### src/rtl/addsub_bcd_conv.sv
// Sequential binary-to-BCD converter (double-dabble, one bit per clock) placed
// after the adder/subtractor; valid/ready handshakes on both input and output.
module addsub_bcd_conv #(
    parameter int unsigned WIDTH  = 5,
    parameter int unsigned DIGITS = 2
) (
    input  logic                  clk,
    input  logic                  rst,
    input  logic                  in_valid,
    output logic                  in_ready,
    input  logic [WIDTH-1:0]      in_mag,
    input  logic                  in_neg,
    output logic                  out_valid,
    input  logic                  out_ready,
    output logic [4*DIGITS-1:0]   bcd_out,
    output logic                  sign_out
);

    localparam int unsigned BW = 4 * DIGITS;
    localparam int unsigned CW = $clog2(WIDTH + 1);

    typedef enum logic [1:0] {IDLE, SHIFT, DONE} state_t;

    state_t              state_q, state_d;
    logic [WIDTH-1:0]    bin_q, bin_d;
    logic [BW-1:0]       acc_q, acc_d;
    logic [BW-1:0]       bcd_q, bcd_d;
    logic [CW-1:0]       cnt_q, cnt_d;
    logic                sign_q, sign_d;

    logic [BW-1:0]       adj;
    logic [BW+WIDTH-1:0] shifted;

    // Add-3 correction on every digit >= 5, then one left shift of {BCD, binary}.
    always_comb begin
        adj = acc_q;
        for (int unsigned i = 0; i < DIGITS; i++) begin
            if (adj[4*i +: 4] >= 4'd5) begin
                adj[4*i +: 4] = adj[4*i +: 4] + 4'd3;
            end
        end
        shifted = {adj, bin_q} << 1;
    end

    always_comb begin
        state_d = state_q;
        bin_d   = bin_q;
        acc_d   = acc_q;
        bcd_d   = bcd_q;
        cnt_d   = cnt_q;
        sign_d  = sign_q;
        case (state_q)
            IDLE: begin
                if (in_valid) begin
                    bin_d   = in_mag;
                    sign_d  = in_neg && (in_mag != '0);
                    acc_d   = '0;
                    cnt_d   = CW'(WIDTH);
                    state_d = SHIFT;
                end
            end
            SHIFT: begin
                {acc_d, bin_d} = shifted;
                cnt_d          = cnt_q - CW'(1);
                if (cnt_q == CW'(1)) begin
                    bcd_d   = shifted[BW+WIDTH-1:WIDTH];
                    state_d = DONE;
                end
            end
            DONE: begin
                if (out_ready) begin
                    state_d = IDLE;
                end
            end
            default: state_d = IDLE;
        endcase
    end

    always_ff @(posedge clk) begin
        if (rst) begin
            state_q <= IDLE;
            bin_q   <= '0;
            acc_q   <= '0;
            bcd_q   <= '0;
            cnt_q   <= '0;
            sign_q  <= 1'b0;
        end else begin
            state_q <= state_d;
            bin_q   <= bin_d;
            acc_q   <= acc_d;
            bcd_q   <= bcd_d;
            cnt_q   <= cnt_d;
            sign_q  <= sign_d;
        end
    end

    assign in_ready  = (state_q == IDLE) && !rst;
    assign out_valid = (state_q == DONE);
    assign bcd_out   = bcd_q;
    assign sign_out  = sign_q;

endmodule

### config.mk
export PLATFORM = sky130hd
export DESIGN_NAME = addsub_bcd_conv
export DESIGN_NICKNAME = d
export VERILOG_FILES = /design/src/rtl/addsub_bcd_conv.sv
export SDC_FILE = /design/constraint.sdc
export NUM_CORES = 1
export LEC_CHECK = 0
export CAP_MARGIN = 20
export CORE_AREA = 5 5 59 61
export CTS_CLUSTER_SIZE = 30
export DETAILED_ROUTE_END_ITERATION = 7
export DIE_AREA = 0 0 64 66
export PLACE_DENSITY = 0.72
export RECOVER_POWER = 50
export SLEW_MARGIN = 15
export SYNTH_ARGS = -nofsm -noshare
export SYNTH_HDL_FRONTEND = slang
export SYNTH_SLANG_ARGS = --single-unit
### constraint.sdc
create_clock -name clk -period 1.4 [get_ports clk]
set_input_delay 0.21 -clock clk [delete_from_list [all_inputs] [get_ports clk]]
set_output_delay 0.21 -clock clk [all_outputs]
set_load 0.02 [all_outputs]
==> results of run 1 <==
metrics by stage:
stage / area (sq um) / cells
finish: 1780 / 213
global route: 1780 / 213
CTS: 1670 / 212
detailed placement: 1610 / 207
global placement: 1610 / 207
floorplan: 1310 / 147
critical path: cells and delay by family (launching register included):
kind | cells | cell delay (ns)
compound gates | 2 | 0.27
fa+ha+maj | 1 | 0.16
buf+inv | 1 | 0.05
flops | 1 | 0.38
mux | 1 | 0.32
simple gates | 1 | 0.15
Yosys cell counts:
master     instances
a2111oi_0          1
a211oi_1           4
a211oi_2           1
a21oi_1           11
a22oi_1            1
a311oi_1           4
and2_2             1
and2b_4            1
buf_4              1
buf_6              3
clkbuf_1           3
dfxtp_1           27
ha_1               6
inv_1              8
mux2_2             2
nand2_1           12
nand2_4            1
nand2b_1           7
nand3_1            2
nand3b_1           6
nor2_1            15
nor2_2             1
nor2_4             1
nor2b_1            1
nor2b_2            1
nor3_1             4
nor3b_1            2
o21a_1             1
o21ai_0            4
o21ai_1            5
o32ai_1            5
or2_2              1
or3b_4             1
or4_1              1
xnor2_1            2
final timing paths:
| kind | slack [ns] | start | depth (start not counted) | endpoint |
|---|---|---|---|---|
| max | 0.008 | acc_q[1] | 6 | bcd_out[2] |
| min | 0.47 | bcd_out[0] | 2 | bcd_out[0] |
| max reg2reg | 0.008 | acc_q[1] | 6 | bcd_out[2] |
| min reg2reg | 0.47 | bcd_out[0] | 2 | bcd_out[0] |
layer usage:
metal	track usage [%]	up-vias
met5	0	-
met4	4.42	0
met3	3.06	6
met2	27.4	20
met1	17.3	561
li1	-	585
sequential cells by signal, summed over array words and instances (netlist names):
register  cells
acc_q         8
bcd_out       8
state_q       2
cnt_q         3
sign_out      1
bin_q         5
what timing repair did:
action                                  CTS  global route
endpoints found under the setup margin   17            13
resized for setup                        28            27
setup buffers                             1             1
pin swaps                                 3             9
cloned                                    0             0
kinds of logic (layout without fill, tap and decap cells):
| kind of cell | after synthesis | in the layout | synth area share [%] |
|---|---|---|---|
| flops | 27 | 27 | 41.4 |
| mux | 2 | 2 | 1.73 |
| simple gates | 58 | 58 | 24.6 |
| fa+ha+maj | 6 | 6 | 5.75 |
| xor+xnor | 2 | 2 | 1.34 |
| compound gates | 37 | 37 | 18.8 |
| buf+inv | 15 | 48 | 6.33 |
layout make-up:
class	instances	area, sq um
Fill cell	259	1150
Multi-Input combinational cell	105	818
Sequential cell	27	548
Timing Repair Buffer	36	307
Tap cell	33	41.3
Inverter	8	32.5
Clock buffer	3	22.5
Clock inverter	1	7.51
power by group:
group          switching, mW  internal (mW)  leakage (nW)
Combinational          0.162          0.141         0.452
Clock                  0.232          0.109        0.0139
Sequential            0.0275          0.807         0.223
Total                  0.422           1.06         0.689
==> results.md, run 1 <==
- Outcome: finished clean
- Leakage power: 0.689 nW
- PD cells: 833 nW/um^2
- Top-area cell type share of the netlist area: 41.4%
- Max Root-Sink Buffers: 2
- First-pass GRT wire length: 5.13 mm
- Worst hold path class: reg2reg
- CP max FO: 3
- H-tree levels: 1
- Total congestion overflow: 0
- Cell taking the most area after synthesis: dfxtp_1
- Die area: 4220 sq um
- CP max-delay cell: dfxtp_2
- Synth area leaders: dfxtp_1 41%, ha_1 5.8%, nor2_1 4.3%
- Pre-CTS setup slack: -0.287 ns
- CP arrival: 1.66 ns
- Syn. warnings: 0
- CTS tree: built
- Metal2 WL: 1.72 mm
- Fin util: 60.7%
- Fmax: 718 MHz
- Fraction of layout cells with a size suffix above 1: 32.2%
- Setup crit end kind: flip-flop
- Routed Antenna Nets: 0
- Unrepaired setup endpoints after global routing: yes
- Commonest non-fill, non-tap cell in the layout: dfxtp_1
- GRT Total Usage: 15.0%
- HPWL Detailed: 2.21 mm
- Hold Vio Cnt, Final: 0
- GPL Wtd Cong: 0.712
- Post-cts hold buffer count: 0
- Clock-pin slew on the worst setup and hold paths: 0.15 ns
- Port-buffer cells: 20
- IO Count: 21
- Number of inserted diodes: 0
- Clk root buf: clkbuf_4
- Clock Latency Late Sink: 0.32 ns
- Max_slew headroom: 79.3%
- Area added between synthesis and finish: 36.1%
- Worst Setup Start Kind: flip-flop
- Via density: 5.50
- Crit Path Class: reg2reg
- Max Used Layer: met4
- Initial core utilization: 44.6%
- Sequential share of the synthesized area: 41.4%
- Worst vdd ir: 0.000578 V
- Fin. max-slew vios: 0
- Critical Path RT: 1.67 ns
- DRC marker count from the first detailed-route iteration: 28
- Final Power: 1.48 mW
- Setup_tns: 0 ns
- Antenna violations before repair: 0
- CTS Buf Count: 3
- DR vias: 1172
- Most frequent cells in the layout: 21 x dfxtp_1, 15 x nor2_1, 14 x buf_4
- Total Wirelength: 3.18 mm
- Final net count: 197
- Tmin final: 1.39 ns
- Fin crit share: 99.4%
- Actual slew at the worst max-slew pin: 0.303 ns
- Final worst clock skew: 0.00423 ns
- Critical path's largest stage delay: 0.38 ns
- Final worst slack: 0.00792 ns
- Placement Rows: 20
- Synthesis-stage register bit count: 27
- Cell Area, Synth: 1310 sq um
- Final Setup Violations: 0
- Yosys cell types: 35
- Sink Count: 27
- Max-cap viol count: 0
- Mapped Avg Cell Area: 8.88 sq um
- Chip height: 66 um
- M1 WL: 1.31 mm
- DR WL met3: 100 um
- Routed len/inst: 14.9 um
- Die width: 64 um
- Mapped Cells: 147
- DRC Markers: 0
- Worst hold slack: 0.469 ns
- Vias in the first global route: 1165
- TritonRoute pass-1 iters: 4
- Largest net degree at the start of global routing: 30
- Post-synth net total: 163
- CP Cell Sequence: inv_4, ha_2, nand2b_4, a21oi_4, mux2_4, o21ai_1
- CORE AREA: 2930 sq um
(Power assumes the default switching activity.)
==> inputs of run 2 (changes only) <==
--- a/config.mk
+++ b/config.mk
@@ -12,6 +12,7 @@
 export DIE_AREA = 0 0 64 66
 export PLACE_DENSITY = 0.72
 export RECOVER_POWER = 50
+export SETUP_SLACK_MARGIN = 0.15
 export SLEW_MARGIN = 15
 export SYNTH_ARGS = -nofsm -noshare
 export SYNTH_HDL_FRONTEND = slang
==> run 2 against run 1 <==
The flow now finishes with violations (negative setup slack). Via count up 3.6%. Count of clock-buffer cells in the layout unchanged. Setup slack worse by 0.017 ns. First-iteration DRC count up 46%. Sequential power about the same. Critical endpoint is now acc_q[2]. Largest cell class unchanged.
==> results.md, run 2 (synthesis results as in run 1) <==
- Worst hold path class: in2reg
- Final worst clock skew: 0.00202 ns
- Chip height: 66 um
- Fin util: 68.3%
- Clock Latency Late Sink: 0.33 ns
- Total Wirelength: 3.28 mm
- First-pass GRT wire length: 5.20 mm
- Clk root buf: clkbuf_4
- Final Setup Violations: 2
- Switching part of the total: 29.7%
- Routed Antenna Nets: 0
- IO Count: 21
- Die width: 64 um
- Worst hold slack: 0.452 ns
- Tmin final: 1.41 ns
- Antenna violations before repair: 0
- PD cells: 778 nW/um^2
- Commonest non-fill, non-tap cell in the layout: dfxtp_1
- Post-cts hold buffer count: 0
- Clock-pin slew on the worst setup and hold paths: 0.15 ns
- Placement Rows: 20
- Max Root-Sink Buffers: 2
- Failing checks: negative setup slack
- Most frequent cells in the layout: 20 x dfxtp_1, 13 x nor2_1, 11 x buf_4
- Fmax: 709 MHz
- Fin. max-slew vios: 0
- CTS tree: built
- Fin crit share: 101%
- HPWL Detailed: 1.96 mm
- Crit Path Class: reg2reg
- TritonRoute pass-1 iters: 4
- Setup crit end kind: flip-flop
- P_sw: 462 uW
- Total congestion overflow: 0
- Hold Vio Cnt, Final: 0
- Port-buffer cells: 20
- Critical path launch point: acc_q[1]
- Max_slew headroom: 78.4%
- DRC marker count from the first detailed-route iteration: 41
- H-tree levels: 1
- CP arrival: 1.66 ns
- DR vias: 1214
- CP max FO: 4
- Vias in the first global route: 1155
- Final worst slack: -0.00946 ns
- Critical Path RT: 1.65 ns
- Share of power burned in registers: 53.9%
- Final Power: 1.56 mW
- CTS Buf Count: 3
- Reg2reg end: acc_q[2]
- DRC Markers: 0
- GRT Total Usage: 15.3%
- Post-Place Cells: 199
- Final net count: 203
- Flop2flop setup slack: -0.009 ns
- Die area: 4220 sq um
- Clock power frac: 22.6%
- Final cell count without fillers: 219
- Sink Count: 27
- Worst vdd ir: 0.000612 V
- Outcome: complete, but fails checks
- Dpl cell area: 1650 sq um
- Pint: 1.09 mW
- GPL Wtd Cong: 0.720
- Unrepaired setup endpoints after global routing: yes
- Setup crit end: acc_q[2]
- Fraction of layout cells with a size suffix above 1: 47.8%
- Leakage power: 0.720 nW
- Number of inserted diodes: 0
- Combinational share of power: 23.5%
- Initial core utilization: 44.6%
- Fin area: 2000 sq um
- Max-cap viol count: 0
- Via density: 5.54
- Largest net degree at the start of global routing: 30
- CORE AREA: 2930 sq um
- Worst Setup Start Kind: flip-flop
- R2R cell count: 6
- Crit Reg-Reg Startpoint: acc_q[1]
- Area added between synthesis and finish: 53.2%
- Actual slew at the worst max-slew pin: 0.316 ns
- Routed len/inst: 15.0 um
-- run 2: cell types whose count changed in the layout (fill, tap and decap cells not counted), sizes merged --
cell | previous run | this run
clkdlybuf4s25 | 0 | 1
dlygate4sd2 | 9 | 0
buf | 18 | 23
clkbuf | 3 | 11
nor2 | 17 | 18
-- run 2: critical path, stage by stage (launching register included) --
cell and delay, ns:
dfxtp_2 0.38, inv_4 0.06, ha_4 0.14, nand2b_4 0.14, a21oi_4 0.16, mux2_4 0.33
o32ai_2 0.12
-- run 2: metrics by stage --
stage          setup WS [ns]  TNS, ns
5_1_grt              -0.0680   -0.392
3_5_place_dp          -0.269    -2.15
2_1_floorplan          0.131        0
4_1_cts              0.00752        0
3_3_place_gp          -0.269    -1.75
6_report            -0.00946  -0.0128
-- run 2: how the worst min path moves through the flow --
| stage | depth (start not counted) | start | slack, ns | endpoint |
|---|---|---|---|---|
| floorplan | 2 | in_mag[1] | 0.37 | bin_q[1] |
| global placement | 2 | bcd_out[0] | 0.45 | bcd_out[0] |
| global route | 3 | in_mag[1] | 0.44 | bin_q[1] |
| finish | 3 | in_mag[1] | 0.45 | bin_q[1] |
| CTS | 3 | in_mag[1] | 0.46 | bin_q[1] |
| detailed placement | 2 | bcd_out[0] | 0.45 | bcd_out[0] |
-- run 2: final cells by class --
| class | count | area (sq um) |
|---|---|---|
| Clock inverter | 1 | 7.51 |
| Multi-Input combinational cell | 106 | 975 |
| Inverter | 8 | 42.5 |
| Sequential cell | 27 | 554 |
| Tap cell | 33 | 41.3 |
| Fill cell | 213 | 928 |
| Clock buffer | 3 | 22.5 |
| Timing Repair Buffer | 41 | 357 |
-- run 2: per-layer routing --
layer,up-vias,global-route usage (%),routed length (um)
li1,603,-,-
met5,-,0,0
met4,0,5.97,36
met3,5,3.40,103
met1,587,17.0,1380
met2,19,27.8,1760
-- run 2: what timing repair did --
item	CTS	global route
gates resized for setup	63	36
buffers inserted	8	6
cloned	1	1
setup endpoints to repair	31	36
pin swaps	17	19
-- run 2: power groups by stage --
| stage | Sequential [mW] | Clock [mW] | Combinational (mW) |
|---|---|---|---|
| 6_report | 0.838 | 0.352 | 0.366 |
| 4_1_cts | 0.834 | 0.358 | 0.335 |
| 5_1_grt | 0.845 | 0.400 | 0.397 |
| 3_5_place_dp | 0.849 | 0 | 0.284 |
| 2_1_floorplan | 0.853 | 0 | 0.189 |
| 3_3_place_gp | 0.847 | 0 | 0.278 |
